**config.mk**
```make
export PLATFORM = sky130hd
export DESIGN_NAME = clock_set_core_flat
export DESIGN_NICKNAME = d
export VERILOG_FILES = /design/src/rtl/clock_set_core_if.sv /design/src/rtl/clock_set_core.sv /design/src/flat_wrapper.sv
export SDC_FILE = /design/constraint.sdc
export NUM_CORES = 1
export LEC_CHECK = 0
export CORE_UTILIZATION = 28
export DETAILED_ROUTE_END_ITERATION = 8
export GPL_ROUTABILITY_DRIVEN = 0
export GPL_TIMING_DRIVEN = 0
export PLACE_DENSITY_LB_ADDON = 0.25
export SLEW_MARGIN = 5
export SYNTH_ARGS = -nofsm -noshare
export SYNTH_HDL_FRONTEND = slang
export SYNTH_SLANG_ARGS = --single-unit
```
**constraint.sdc**
```tcl
create_clock -name clk_i -period 3.1 [get_ports clk_i]
set_input_delay 0.62 -clock clk_i [delete_from_list [all_inputs] [get_ports clk_i]]
set_output_delay 0.62 -clock clk_i [all_outputs]
set_load 0.1 [all_outputs]
```
**src/rtl/clock_set_core_if.sv**
```systemverilog
// Key / display bundle between the board keys, clock_set_core and the SevenSeg drivers.
// Optional 12 h signals exist only when CLOCK_SET_12H_EN is defined.
interface clock_set_core_if;
    logic [3:0]  key_n;
    logic [23:0] digits;
    logic [5:0]  digit_off;
    logic        set_mode;
    logic        sec_pulse;
`ifdef CLOCK_SET_12H_EN
    logic        mode_12h;
    logic        pm;

    modport master (output key_n, mode_12h, input digits, digit_off, set_mode, sec_pulse, pm);
    modport slave  (input key_n, mode_12h, output digits, digit_off, set_mode, sec_pulse, pm);
`else
    modport master (output key_n, input digits, digit_off, set_mode, sec_pulse);
    modport slave  (input key_n, output digits, digit_off, set_mode, sec_pulse);
`endif
endinterface

```
**src/rtl/clock_set_core.sv**
```systemverilog
// HH:MM:SS BCD timekeeper with key-driven set mode, field blink and seconds clear.
// Optional 12 h display (mode_12h/pm) is enabled by defining CLOCK_SET_12H_EN.
module clock_set_core #(
    parameter int          TICKS_PER_CENTISEC = 600000,
    parameter int          CENTISECS_PER_SEC  = 100,
    parameter int          BLINK_CENTISECS    = 50,
    parameter logic [23:0] INIT_TIME          = 24'h235949
) (
    input logic             clk_i,
    input logic             reset_i,
    clock_set_core_if.slave bus
);
    localparam int TW = $clog2(TICKS_PER_CENTISEC);
    localparam int CW = $clog2(CENTISECS_PER_SEC);
    localparam int BW = (BLINK_CENTISECS > 1) ? $clog2(BLINK_CENTISECS) : 1;
    localparam logic [TW-1:0] T_MAX = TW'(TICKS_PER_CENTISEC - 1);
    localparam logic [CW-1:0] C_MAX = CW'(CENTISECS_PER_SEC - 1);
    localparam logic [BW-1:0] B_MAX = BW'(BLINK_CENTISECS - 1);

    typedef enum logic [1:0] {DISP, SET_HRS, SET_MIN, SET_SEC} state_e;

    state_e        state_q, state_d;
    logic [7:0]    hrs_q, hrs_d, min_q, min_d, sec_q, sec_d;
    logic [TW-1:0] ticks_q, ticks_d;
    logic [CW-1:0] cs_q, cs_d;
    logic [BW-1:0] blink_q, blink_d;
    logic          hidden_q, hidden_d;
    logic [5:0]    off_q, off_d;
    logic          pulse_q, pulse_d;
    logic [3:0]    sync1_q, sync2_q, prev_q;
    logic [3:0]    fall;
    logic          k0, k1, k2, k3, tick_wrap, cs_wrap;

    function automatic logic [7:0] bcd_inc(input logic [7:0] v, input logic [7:0] vmax);
        logic [7:0] r;
        if (v == vmax)            r = 8'h00;
        else if (v[3:0] == 4'd9)  r = {v[7:4] + 4'd1, 4'd0};
        else                      r = {v[7:4], v[3:0] + 4'd1};
        return r;
    endfunction

    function automatic logic [7:0] bcd_dec(input logic [7:0] v, input logic [7:0] vmax);
        logic [7:0] r;
        if (v == 8'h00)           r = vmax;
        else if (v[3:0] == 4'd0)  r = {v[7:4] - 4'd1, 4'd9};
        else                      r = {v[7:4], v[3:0] - 4'd1};
        return r;
    endfunction

    always_ff @(posedge clk_i or posedge reset_i) begin
        if (reset_i) begin
            sync1_q <= '1;
            sync2_q <= '1;
            prev_q  <= '1;
        end else begin
            sync1_q <= bus.key_n;
            sync2_q <= sync1_q;
            prev_q  <= sync2_q;
        end
    end

    // Simultaneous presses collapse to the single highest-priority key.
    always_comb begin
        fall = prev_q & ~sync2_q;
        k0   = fall[0];
        k1   = fall[1] & ~fall[0];
        k2   = fall[2] & ~|fall[1:0];
        k3   = fall[3] & ~|fall[2:0];
        tick_wrap = (ticks_q == T_MAX);
        cs_wrap   = tick_wrap && (cs_q == C_MAX);
    end

    always_comb begin
        state_d  = state_q;
        hrs_d    = hrs_q;
        min_d    = min_q;
        sec_d    = sec_q;
        ticks_d  = tick_wrap ? '0 : ticks_q + 1'b1;
        cs_d     = cs_wrap ? '0 : (tick_wrap ? cs_q + 1'b1 : cs_q);
        blink_d  = blink_q;
        hidden_d = hidden_q;
        pulse_d  = 1'b0;
        off_d    = '0;

        case (state_q)
            DISP: begin
                if (cs_wrap && !k3) begin
                    sec_d   = bcd_inc(sec_q, 8'h59);
                    pulse_d = 1'b1;
                    if (sec_q == 8'h59) begin
                        min_d = bcd_inc(min_q, 8'h59);
                        if (min_q == 8'h59) hrs_d = bcd_inc(hrs_q, 8'h23);
                    end
                end
                if (k0) state_d = SET_HRS;
            end
            SET_HRS: begin
                if (k1) hrs_d = bcd_inc(hrs_q, 8'h23);
                if (k2) hrs_d = bcd_dec(hrs_q, 8'h23);
                if (k0) state_d = SET_MIN;
            end
            SET_MIN: begin
                if (k1) min_d = bcd_inc(min_q, 8'h59);
                if (k2) min_d = bcd_dec(min_q, 8'h59);
                if (k0) state_d = SET_SEC;
            end
            default: begin
                if (k1) sec_d = bcd_inc(sec_q, 8'h59);
                if (k2) sec_d = bcd_dec(sec_q, 8'h59);
                if (k0) begin
                    state_d = DISP;
                    ticks_d = '0;
                    cs_d    = '0;
                end
            end
        endcase

        if (k3) begin
            sec_d   = 8'h00;
            ticks_d = '0;
            cs_d    = '0;
        end

        // Blink runs in centiseconds; any navigation/adjust key restarts it visible.
        if (state_q == DISP || k0 || k1 || k2) begin
            blink_d  = '0;
            hidden_d = 1'b0;
        end else if (tick_wrap) begin
            if (blink_q == B_MAX) begin
                blink_d  = '0;
                hidden_d = ~hidden_q;
            end else begin
                blink_d = blink_q + 1'b1;
            end
        end

        if (hidden_d) begin
            case (state_d)
                SET_HRS: off_d = 6'b110000;
                SET_MIN: off_d = 6'b001100;
                SET_SEC: off_d = 6'b000011;
                default: off_d = '0;
            endcase
        end
    end

    always_ff @(posedge clk_i or posedge reset_i) begin
        if (reset_i) begin
            state_q  <= DISP;
            hrs_q    <= INIT_TIME[23:16];
            min_q    <= INIT_TIME[15:8];
            sec_q    <= INIT_TIME[7:0];
            ticks_q  <= '0;
            cs_q     <= '0;
            blink_q  <= '0;
            hidden_q <= 1'b0;
            off_q    <= '0;
            pulse_q  <= 1'b0;
        end else begin
            state_q  <= state_d;
            hrs_q    <= hrs_d;
            min_q    <= min_d;
            sec_q    <= sec_d;
            ticks_q  <= ticks_d;
            cs_q     <= cs_d;
            blink_q  <= blink_d;
            hidden_q <= hidden_d;
            off_q    <= off_d;
            pulse_q  <= pulse_d;
        end
    end

    assign bus.set_mode  = (state_q != DISP);
    assign bus.sec_pulse = pulse_q;

`ifdef CLOCK_SET_12H_EN
    logic [4:0] hbin, hdisp;
    logic [7:0] hrs_show;

    // Internal hours stay 24 h; only the displayed pair is remapped to 12,01..11.
    always_comb begin
        hbin = 5'(hrs_q[7:4]) * 5'd10 + 5'(hrs_q[3:0]);
        if (hbin == 5'd0)       hdisp = 5'd12;
        else if (hbin > 5'd12)  hdisp = hbin - 5'd12;
        else                    hdisp = hbin;
        hrs_show = (hdisp >= 5'd10) ? {4'd1, 4'(hdisp - 5'd10)} : {4'd0, hdisp[3:0]};
    end

    assign bus.pm        = (hbin >= 5'd12);
    assign bus.digits    = {bus.mode_12h ? hrs_show : hrs_q, min_q, sec_q};
    assign bus.digit_off = off_q | {bus.mode_12h && (hrs_show[7:4] == 4'd0), 5'b0};
`else
    assign bus.digits    = {hrs_q, min_q, sec_q};
    assign bus.digit_off = off_q;
`endif
endmodule
```
**src/flat_wrapper.sv**
```systemverilog
// flat-port wrapper written by rule: the top's interface ports become plain ports
module clock_set_core_flat 
#(
    parameter int          TICKS_PER_CENTISEC = 600000,
    parameter int          CENTISECS_PER_SEC  = 100,
    parameter int          BLINK_CENTISECS    = 50,
    parameter logic [23:0] INIT_TIME          = 24'h235949
)
  (clk_i, reset_i, bus_key_n, bus_digits, bus_digit_off, bus_set_mode, bus_sec_pulse);
  clock_set_core_if bus_i ();
  input logic clk_i;
  input logic reset_i;
  input wire logic [$bits(bus_i.key_n)-1:0] bus_key_n;
  output wire logic [$bits(bus_i.digits)-1:0] bus_digits;
  output wire logic [$bits(bus_i.digit_off)-1:0] bus_digit_off;
  output wire logic [$bits(bus_i.set_mode)-1:0] bus_set_mode;
  output wire logic [$bits(bus_i.sec_pulse)-1:0] bus_sec_pulse;
  assign bus_i.key_n = bus_key_n;
  assign bus_digits = bus_i.digits;
  assign bus_digit_off = bus_i.digit_off;
  assign bus_set_mode = bus_i.set_mode;
  assign bus_sec_pulse = bus_i.sec_pulse;
  clock_set_core #(.TICKS_PER_CENTISEC(TICKS_PER_CENTISEC), .CENTISECS_PER_SEC(CENTISECS_PER_SEC), .BLINK_CENTISECS(BLINK_CENTISECS), .INIT_TIME(INIT_TIME)) u_core (.clk_i(clk_i), .reset_i(reset_i), .bus(bus_i));
endmodule
```
# Yosys cells after proc, flatten, opt, wreduce, memory -nomap -nowiden
# Cells that the tools add are included.
# op_classes
n_addsub	15
eq_ne	24
mux	52
bitwise	7
n_reduce_logical	30
# op_table
cell	n
8-bit 2-to-1 mux	25
20-bit 2-to-1 mux	4
8-bit case mux with 2 select lines	3
7-bit 2-to-1 mux	5
4-bit by 1-bit adder with 4-bit output (second input constant)	6
8-bit logical NOT	3
6-bit 2-to-1 mux	4
4-bit by 1-bit subtractor with 4-bit output (second input constant)	6
20-bit by 1-bit adder with 20-bit output (second input constant)	1
20-bit == test (second input constant)	1
6-bit case mux with 3 select lines	1
8-bit by 7-bit == test with 1-bit output (second input constant)	2
4-bit == test (second input constant)	3
4-bit logical NOT	3
5-bit AND reduction	2
3-bit by 1-bit != test with 1-bit output (second input constant)	3
8-bit by 6-bit == test with 1-bit output (second input constant)	1
2-bit 2-to-1 mux	4
2-bit by 1-bit != test with 1-bit output (second input constant)	4
4-bit != test (second input constant)	2
4-bit AND reduction	2
2-bit nonzero test	4
7-bit by 1-bit adder with 7-bit output (second input constant)	1
7-bit == test (second input constant)	1
20 further kinds	37
# word_totals
reg_bits	79
inputBits	6
out_inout_bits	32

# Longest topological paths before layout
# Gate-level depths: netlist of the first run.
# logic_depth
ltp_word	10
ltp_mapped	9
depth_no_buf	8

# Worst setup path after synthesis of the first run
# No wires, ideal clock.
# synth_timing
path_type	register to register
startpoint	reg u_core.state_q[1]
endpoint	reg u_core.sec_q[4]
setup_ns	0.124
arrival_time_ns	2.479
t_required_ns	2.976
path_slack_ns	0.497
stages_incl_launch_ff	10
synth_period_minus_slack_ns	2.603
cell_sequence	dfrtp_1 > inv_1 > ha_1 > buf_2 > inv_1 > nand4_1 > and2_1 > nand2_1 > a221oi_1 > a22o_1
# synth_between
elab_chain_cells	4
word_cells_on_any_way	11
# synth_lines
element	line_no	source
from (decl)	clock_set_core.sv:22	state_e state_q, state_d;
from (signal assigned)	clock_set_core.sv:160	state_q <= state_d;
2-bit by 1-bit == test with 1-bit output or 2-bit == test (tied branches)	clock_set_core.sv:85	case (state_q)
2-bit OR reduction (no source line)	n/a	
2-bit by 1-bit != test with 1-bit output (no source line) or 8-bit case mux with 2 select lines (tied branches)	n/a	
4-bit AND reduction (no source line) or 8-bit 2-to-1 mux (tied branches)	n/a	
to (signal assigned)	clock_set_core.sv:152	sec_q <= INIT_TIME[7:0];
to (decl)	clock_set_core.sv:23	logic [7:0] hrs_q, hrs_d, min_q, min_d, sec_q, sec_d;
# Parallel ways exist; a longest one is shown, timed or not.
# A chain may end at the register's enable or synchronous reset.

# Worst setup path after layout of the first run
# layout_timing
startpoint	reg u_core.state_q[1]
endpoint	out bus_set_mode
# layout_between
elab_chain_cells	1
# layout_lines
element	line_no	source
2-bit nonzero test	clock_set_core.sv:173	assign bus.set_mode = (state_q != DISP);
to (decl)	flat_wrapper.sv:16	output wire logic [$bits(bus_i.set_mode)-1:0] bus_set_mode;
# Every way passes these cells.

==> run_results.csv, run 1 <==
group,metric,value,unit
worst_setup_path,critPathBufInv,4,
global_routing,grt_use_total,13.4,%
drt,first_iter_violations,260,
floorplanning,core.rowCount,47,
layout,num-fill-cells,1682,
synth,syn_avg_cell_area,9.22,um^2
layout,finalCoreUtilization,34.5,%
placement,numPortBuffers,37,
synth,yosysMostFrequentCell,"nor2_1",
power,powerDensity,853,mW/mm^2
synth,synth_ff_type,"dfrtp_1",
drt,first_pass_iters,5,
clock_tree,tritoncts,"done",
synth,synth_seq_cells,76,
layout,syn_to_final_growth,20.9,%
worst_setup_path,slowest_stage,"dlygate4sd2_1",
synth,syn-instance-count,511,
placement,pre_cts_slack,0.268,ns
synth,mappedNetlistNets,547,
floorplanning,die-width,132,um
clock_tree,clkTransAtPathRegs,0.06,ns
placement,post_dp_cell_area,0.00538,mm^2
sta,period_minus_slack,2.91,ns
worst_setup_path,worstPathArrival,2.29,ns
sta,maxSlewViolCount,0,
drt,drc,0,
global_routing,grt-ovfl-total,0,
synth,yosys_warnings,0,
global_routing,grt_pass1_wl,18900,um
layout,fin_nets,596,
clock_tree,h-tree-depth,3,
floorplanning,dieArea,0.0173,mm^2
placement,hpwl,7830,um
hold_path,hold_class,"reg2reg",
sta,layout_setup_ws,0.193,ns
sta,period_share,93.8,%
clock_tree,root_buffer,"clkbuf_16",
worst_setup_path,cp-start-kind,"flop",
sta,fin_hold_ws,0.353,ns
clock_tree,postCtsSetupBuffers,0,
power,irDropWorstVdd,0.494,mV
synth,yosysTopAreaCell,"dfrtp_1",
clock_tree,clk_latency,0.34,ns
worst_setup_path,cp-startpoint,"u_core.state_q[1]",
drt,vias_per_cell,5.03,
layout,fin_area,0.00570,mm^2
floorplanning,initial_core_util,28.5,%
synth,syn_area,0.00471,mm^2
hold_path,min_from,"u_core.sync1_q[3]",
worst_setup_path,crit_type,"reg2out",
synth,synth_edf_count,0,
synth,synth_area_leaders,"dfrtp_1 29%, dfstp_2 12%, ha_1 8.0%, nor2_1 4.9%, nand2_1 3.4%",
clock_tree,cts_buffers,9,
sta,grt_setup_unrepaired,"false",
sta,tightest_slew,0.983,ns
global_routing,grt_max_degree,41,
synth,synth.top_cell.area_share,28.7,%
outcome,status,"finished clean",
synth,synth_cell_type_count,67,
sta,setup_viol,0,
worst_setup_path,cp_cell_sequence,"inv_1, ha_1, buf_2, inv_1, dlygate4sd2_1",
floorplanning,coreArea,0.0165,mm^2
synth,ys_seq_area_share,41.0,%
worst_setup_path,regToRegStartpoint,"u_core.sync2_q[2]",
global_routing,grt_pass1_vias,3906,
sta,fmax,344,MHz
sta,hold_viol_final,0,
global_routing,antenna_found_initial,0,
worst_setup_path,cpMostUsedCell,"inv_1",
sta,skew,0.00771,ns
worst_setup_path,critPathMaxFanout,10,
floorplanning,ioPinCount,38,
power,p_total,4860,uW
synth,yosys-top-cells-count,"62 x nor2_1, 54 x dfrtp_1, 43 x nand2_1",
layout,drive_gt1_share,12.4,%
worst_setup_path,critical_path.top_delay_family,"buffers and inverters",
layout,n_antenna_cell,0,
floorplanning,dieHeight,132,um
job,max-cap-violations,0,
power,p_leak,0.00237,uW
synth,ys_async_sr_fraction,100,%
sta,slew_headroom,34.3,%
drt,finalWirelength,10800,um
worst_setup_path,slowest_delay,0.88,ns
drt,via_count,3952,
clock_tree,clock_sinks,76,
clock_tree,cts_buffer_depth,2,
drt,ant_nets,0,
worst_setup_path,worstPathRequired,2.48,ns
worst_setup_path,cp-end-kind,"output pin",
drt,wire_per_inst,13.8,um
[report_power, final]
group / internal [uW] / leakage, uW / switching (uW) / total, uW
combinational: 679 / 0.00124 / 1640 / 2310
sequential: 1190 / 0.000964 / 219 / 1410
clock: 723 / 0.000159 / 408 / 1130
total: 2590 / 0.00237 / 2260 / 4860
[metal layers]
layer	part of all wire, %	GRT usage [%]	vias to the layer above
li1	-	-	1955
met4	1.5	4.46	0
met1	47	16.7	1890
met5	0	0	-
met2	48	22.1	93
met3	4.2	4.05	14
[logic make-up after synthesis]
family	synth area share, %
simple gates	25.7
flops	41.0
xor+xnor	5.02
buf+inv	4.33
fa+ha+maj	7.97
mux	0.637
compound gates	15.4
[stage by stage]
step	setup TNS [ns]	std cells
after floorplan	0	511
after detailed placement	0	769
after global routing	0	785
final	0	785
after global placement	-48.72	768
after CTS	0	785
[worst reg2reg max path, delay by kind of cell, from the launching register on]
family                 cells  cell delay (ns)
DFF                        1             0.54
buffers and inverters      2             0.42
AOI/OAI and AO/OA          3             0.56
and+or+nand+nor            3             0.87
[layout make-up]
cell class	instances	area (um^2)	share of cell area (%)
Multi-Input combinational cell	392	2580	45.3
Sequential cell	76	1930	33.9
Timing Repair Buffer	38	389	6.83
Tap cell	220	275	4.83
Clock buffer	11	243	4.26
Buffer	21	121	2.13
Inverter	22	85.1	1.49
Clock inverter	5	75.1	1.32
[cell usage in the layout (no fill, tap or decap), types with 3 or more instances in the layout]
cell type        count
and3b_1              3
a22o_1               3
clkdlybuf4s50_1     36
nand2b_1             5
o22ai_1              3
clkbuf_1             8
nand4_1             21
nand3b_1             4
inv_1               21
a211oi_1             3
nand2_1             43
nor3_1              17
ha_1                30
a31oi_1             13
and2_1               5
nor2_1              62
o21ai_0             29
nor2b_1              6
a21oi_1             24
nor3b_1              3
mux2i_1              3
dfstp_2             22
buf_4                5
xor2_1              17
xnor2_1             10
and3_1               6
and4_1               7
nand3_1             22
clkinv_2             3
clkbuf_16            9
o31ai_2              3
dfrtp_1             54
buf_2                7
a311oi_1             3
[what timing repair did]
action / 4_1_cts / 5_1_grt
hold buffers: 0 / 0
gates resized for setup: 1 / 0
setup endpoints to repair: 1 / 0
[registers in the layout, indices dropped and copies added (netlist names), 2 cells and up]
name and flops:
u_core.ticks_q 20, u_core.bus.digit_off 3, u_core.min_q 8, u_core.blink_q 6
u_core.hrs_q 8, u_core.cs_q 7, u_core.sync2_q 4, u_core.sec_q 8
u_core.state_q 2, u_core.prev_q 4, u_core.sync1_q 4
[worst paths after layout]
path | to | slack, ns | cells after the start
min in group asynchronous | u_core.sec_q[2] | 0.67 | 2
max reg2reg | u_core.min_q[0] | 0.65 | 8
min reg2reg | u_core.sync2_q[3] | 0.35 | 0
max in group asynchronous | u_core.hrs_q[5] | 1.78 | 3
max | bus_set_mode | 0.19 | 5
min | u_core.sync2_q[3] | 0.35 | 0
Note: power is estimated with default switching activity, not from simulation.
==> run 2: changes to the inputs <==
Settings changed: CORE_UTILIZATION 28 to 45.
==> run 2 against run 1 <==
Effect of this change:
- first-iteration DRC count shrank 37%
- critical endpoint unchanged
- clock power down 19%
- power fell by 4.8%
==> run_results.csv, run 2 (same netlist as run 1, synthesis figures left out) <==
group,metric,value,unit
worst_setup_path,crit_type,"reg2out",
global_routing,antenna_found_initial,0,
worst_setup_path,cp-startpoint,"u_core.state_q[1]",
worst_setup_path,r2r-end,"u_core.hrs_q[2]",
layout,top_register,"u_core.ticks_q",
sta,grt_setup_unrepaired,"false",
drt,vias_per_cell,5.66,
layout,final_common_cell,"nor2_1",
sta,period_share,95.0,%
sta,skew,0.00553,ns
clock_tree,postCtsSetupBuffers,0,
floorplanning,ioPinCount,38,
placement,hpwl,7290,um
placement,dp.cells,682,
sta,fmax,339,MHz
worst_setup_path,regToRegStartpoint,"u_core.sec_q[0]",
worst_setup_path,ff2ff_setup_slack,0.67,ns
power,p_leak,0.00233,uW
sta,hold_viol_final,0,
worst_setup_path,crit_end,"bus_set_mode",
global_routing,grt_max_degree,60,
hold_path,hold_class,"reg2reg",
worst_setup_path,worstPathRequired,2.48,ns
layout,drive_gt1_share,12.4,%
sta,period_minus_slack,2.95,ns
sta,fin_hold_ws,0.353,ns
layout,stdcell_count,698,
job,max-cap-violations,0,
global_routing,grt_use_total,19.6,%
layout,n_antenna_cell,0,
clock_tree,clkTransAtPathRegs,0.08,ns
layout,syn_to_final_growth,17.1,%
worst_setup_path,worstPathArrival,2.33,ns
power,powerDensity,839,mW/mm^2
drt,finalWirelength,10200,um
worst_setup_path,critPathMaxFanout,10,
drt,first_iter_violations,163,
drt,via_count,3953,
clock_tree,cts_buffers,9,
clock_tree,tritoncts,"done",
power,irDropWorstVdd,0.503,mV
floorplanning,dieArea,0.0109,mm^2
clock_tree,cts_hold_buf,0,
power,p_total,4630,uW
global_routing,grt_pass1_wl,17500,um
clock_tree,h-tree-depth,3,
placement,pre_cts_slack,0.241,ns
floorplanning,die-width,104,um
floorplanning,dieHeight,104,um
clock_tree,clock_sinks,76,
global_routing,grt-ovfl-total,0,
outcome,status,"finished clean",
worst_setup_path,cp-end-kind,"output pin",
sta,setup_viol,0,
worst_setup_path,reg2reg_depth,7,
clock_tree,clk_latency,0.35,ns
sta,tightest_slew,0.968,ns
sta,layout_setup_ws,0.154,ns
sta,maxSlewViolCount,0,
floorplanning,initial_core_util,47.3,%
layout,mostFrequentLayoutCells,"62 x nor2_1, 54 x dfrtp_1, 43 x nand2_1, 36 x clkdlybuf4s50_1, 30 x ha_1",
floorplanning,core.rowCount,36,
drt,wire_per_inst,14.6,um
worst_setup_path,cp-start-kind,"flop",
clock_tree,root_buffer,"clkbuf_8",
drt,first_pass_iters,5,
layout,largest_register_ffs,20,
placement,numPortBuffers,37,
global_routing,grt_pass1_vias,3721,
drt,drc,0,
drt,ant_nets,0,
clock_tree,cts_buffer_depth,2,
layout,fin_nets,596,
floorplanning,coreArea,0.00995,mm^2
clock_tree,cts_resized,1,
sta,slew_headroom,35.3,%
run 2: final cells by class:
cell class / count / area (um^2)
Buffer: 21 / 121
Clock buffer: 10 / 128
Clock inverter: 6 / 111
Fill cell: 900 / 4440
Inverter: 22 / 85.1
Multi-Input combinational cell: 392 / 2580
Sequential cell: 76 / 1930
Tap cell: 133 / 166
Timing Repair Buffer: 38 / 397
run 2: critical path: stages, from the launching register on:
cell and delay, ns:
dfrtp_1 0.42, inv_1 0.10, ha_1 0.19, buf_2 0.20, inv_1 0.19, dlygate4sd2_1 0.88
run 2: layer usage:
metal / GRT usage [%] / share of wire, % / wire length [um]
met2: 32.5 / 48 / 4930
met1: 25.8 / 48 / 4850
met3: 3.57 / 3.2 / 324
met4: 6.02 / 0.85 / 87
met5: 0 / 0 / 0
run 2: report_power, final:
group	total (uW)	switching, uW	internal (uW)	leakage, uW
logic	2300	1630	676	0.00125
clock network	913	376	537	0.000117
registers	1410	218	1190	0.000964
run 2: through the flow:
step | TNS (ns) | utilization [%] | instance area, um^2
3_5_place_dp | 0 | 53.0 | 5280
6_report | 0 | 55.4 | 5520
3_3_place_gp | -39.46 | 52.7 | 5250
2_1_floorplan | 0 | - | 4710
4_1_cts | 0 | 55.4 | 5520
5_1_grt | 0 | 55.4 | 5520
run 2: worst min path at each step:
stage | start | depth (start not counted) | to
floorplan | u_core.sync1_q[0] | 0 | u_core.sync2_q[0]
finish | u_core.sync1_q[2] | 0 | u_core.sync2_q[2]
global route | u_core.sync1_q[2] | 0 | u_core.sync2_q[2]
detailed placement | u_core.sync1_q[2] | 0 | u_core.sync2_q[2]
CTS | u_core.sync1_q[2] | 0 | u_core.sync2_q[2]
global placement | u_core.sync1_q[3] | 0 | u_core.sync2_q[3]
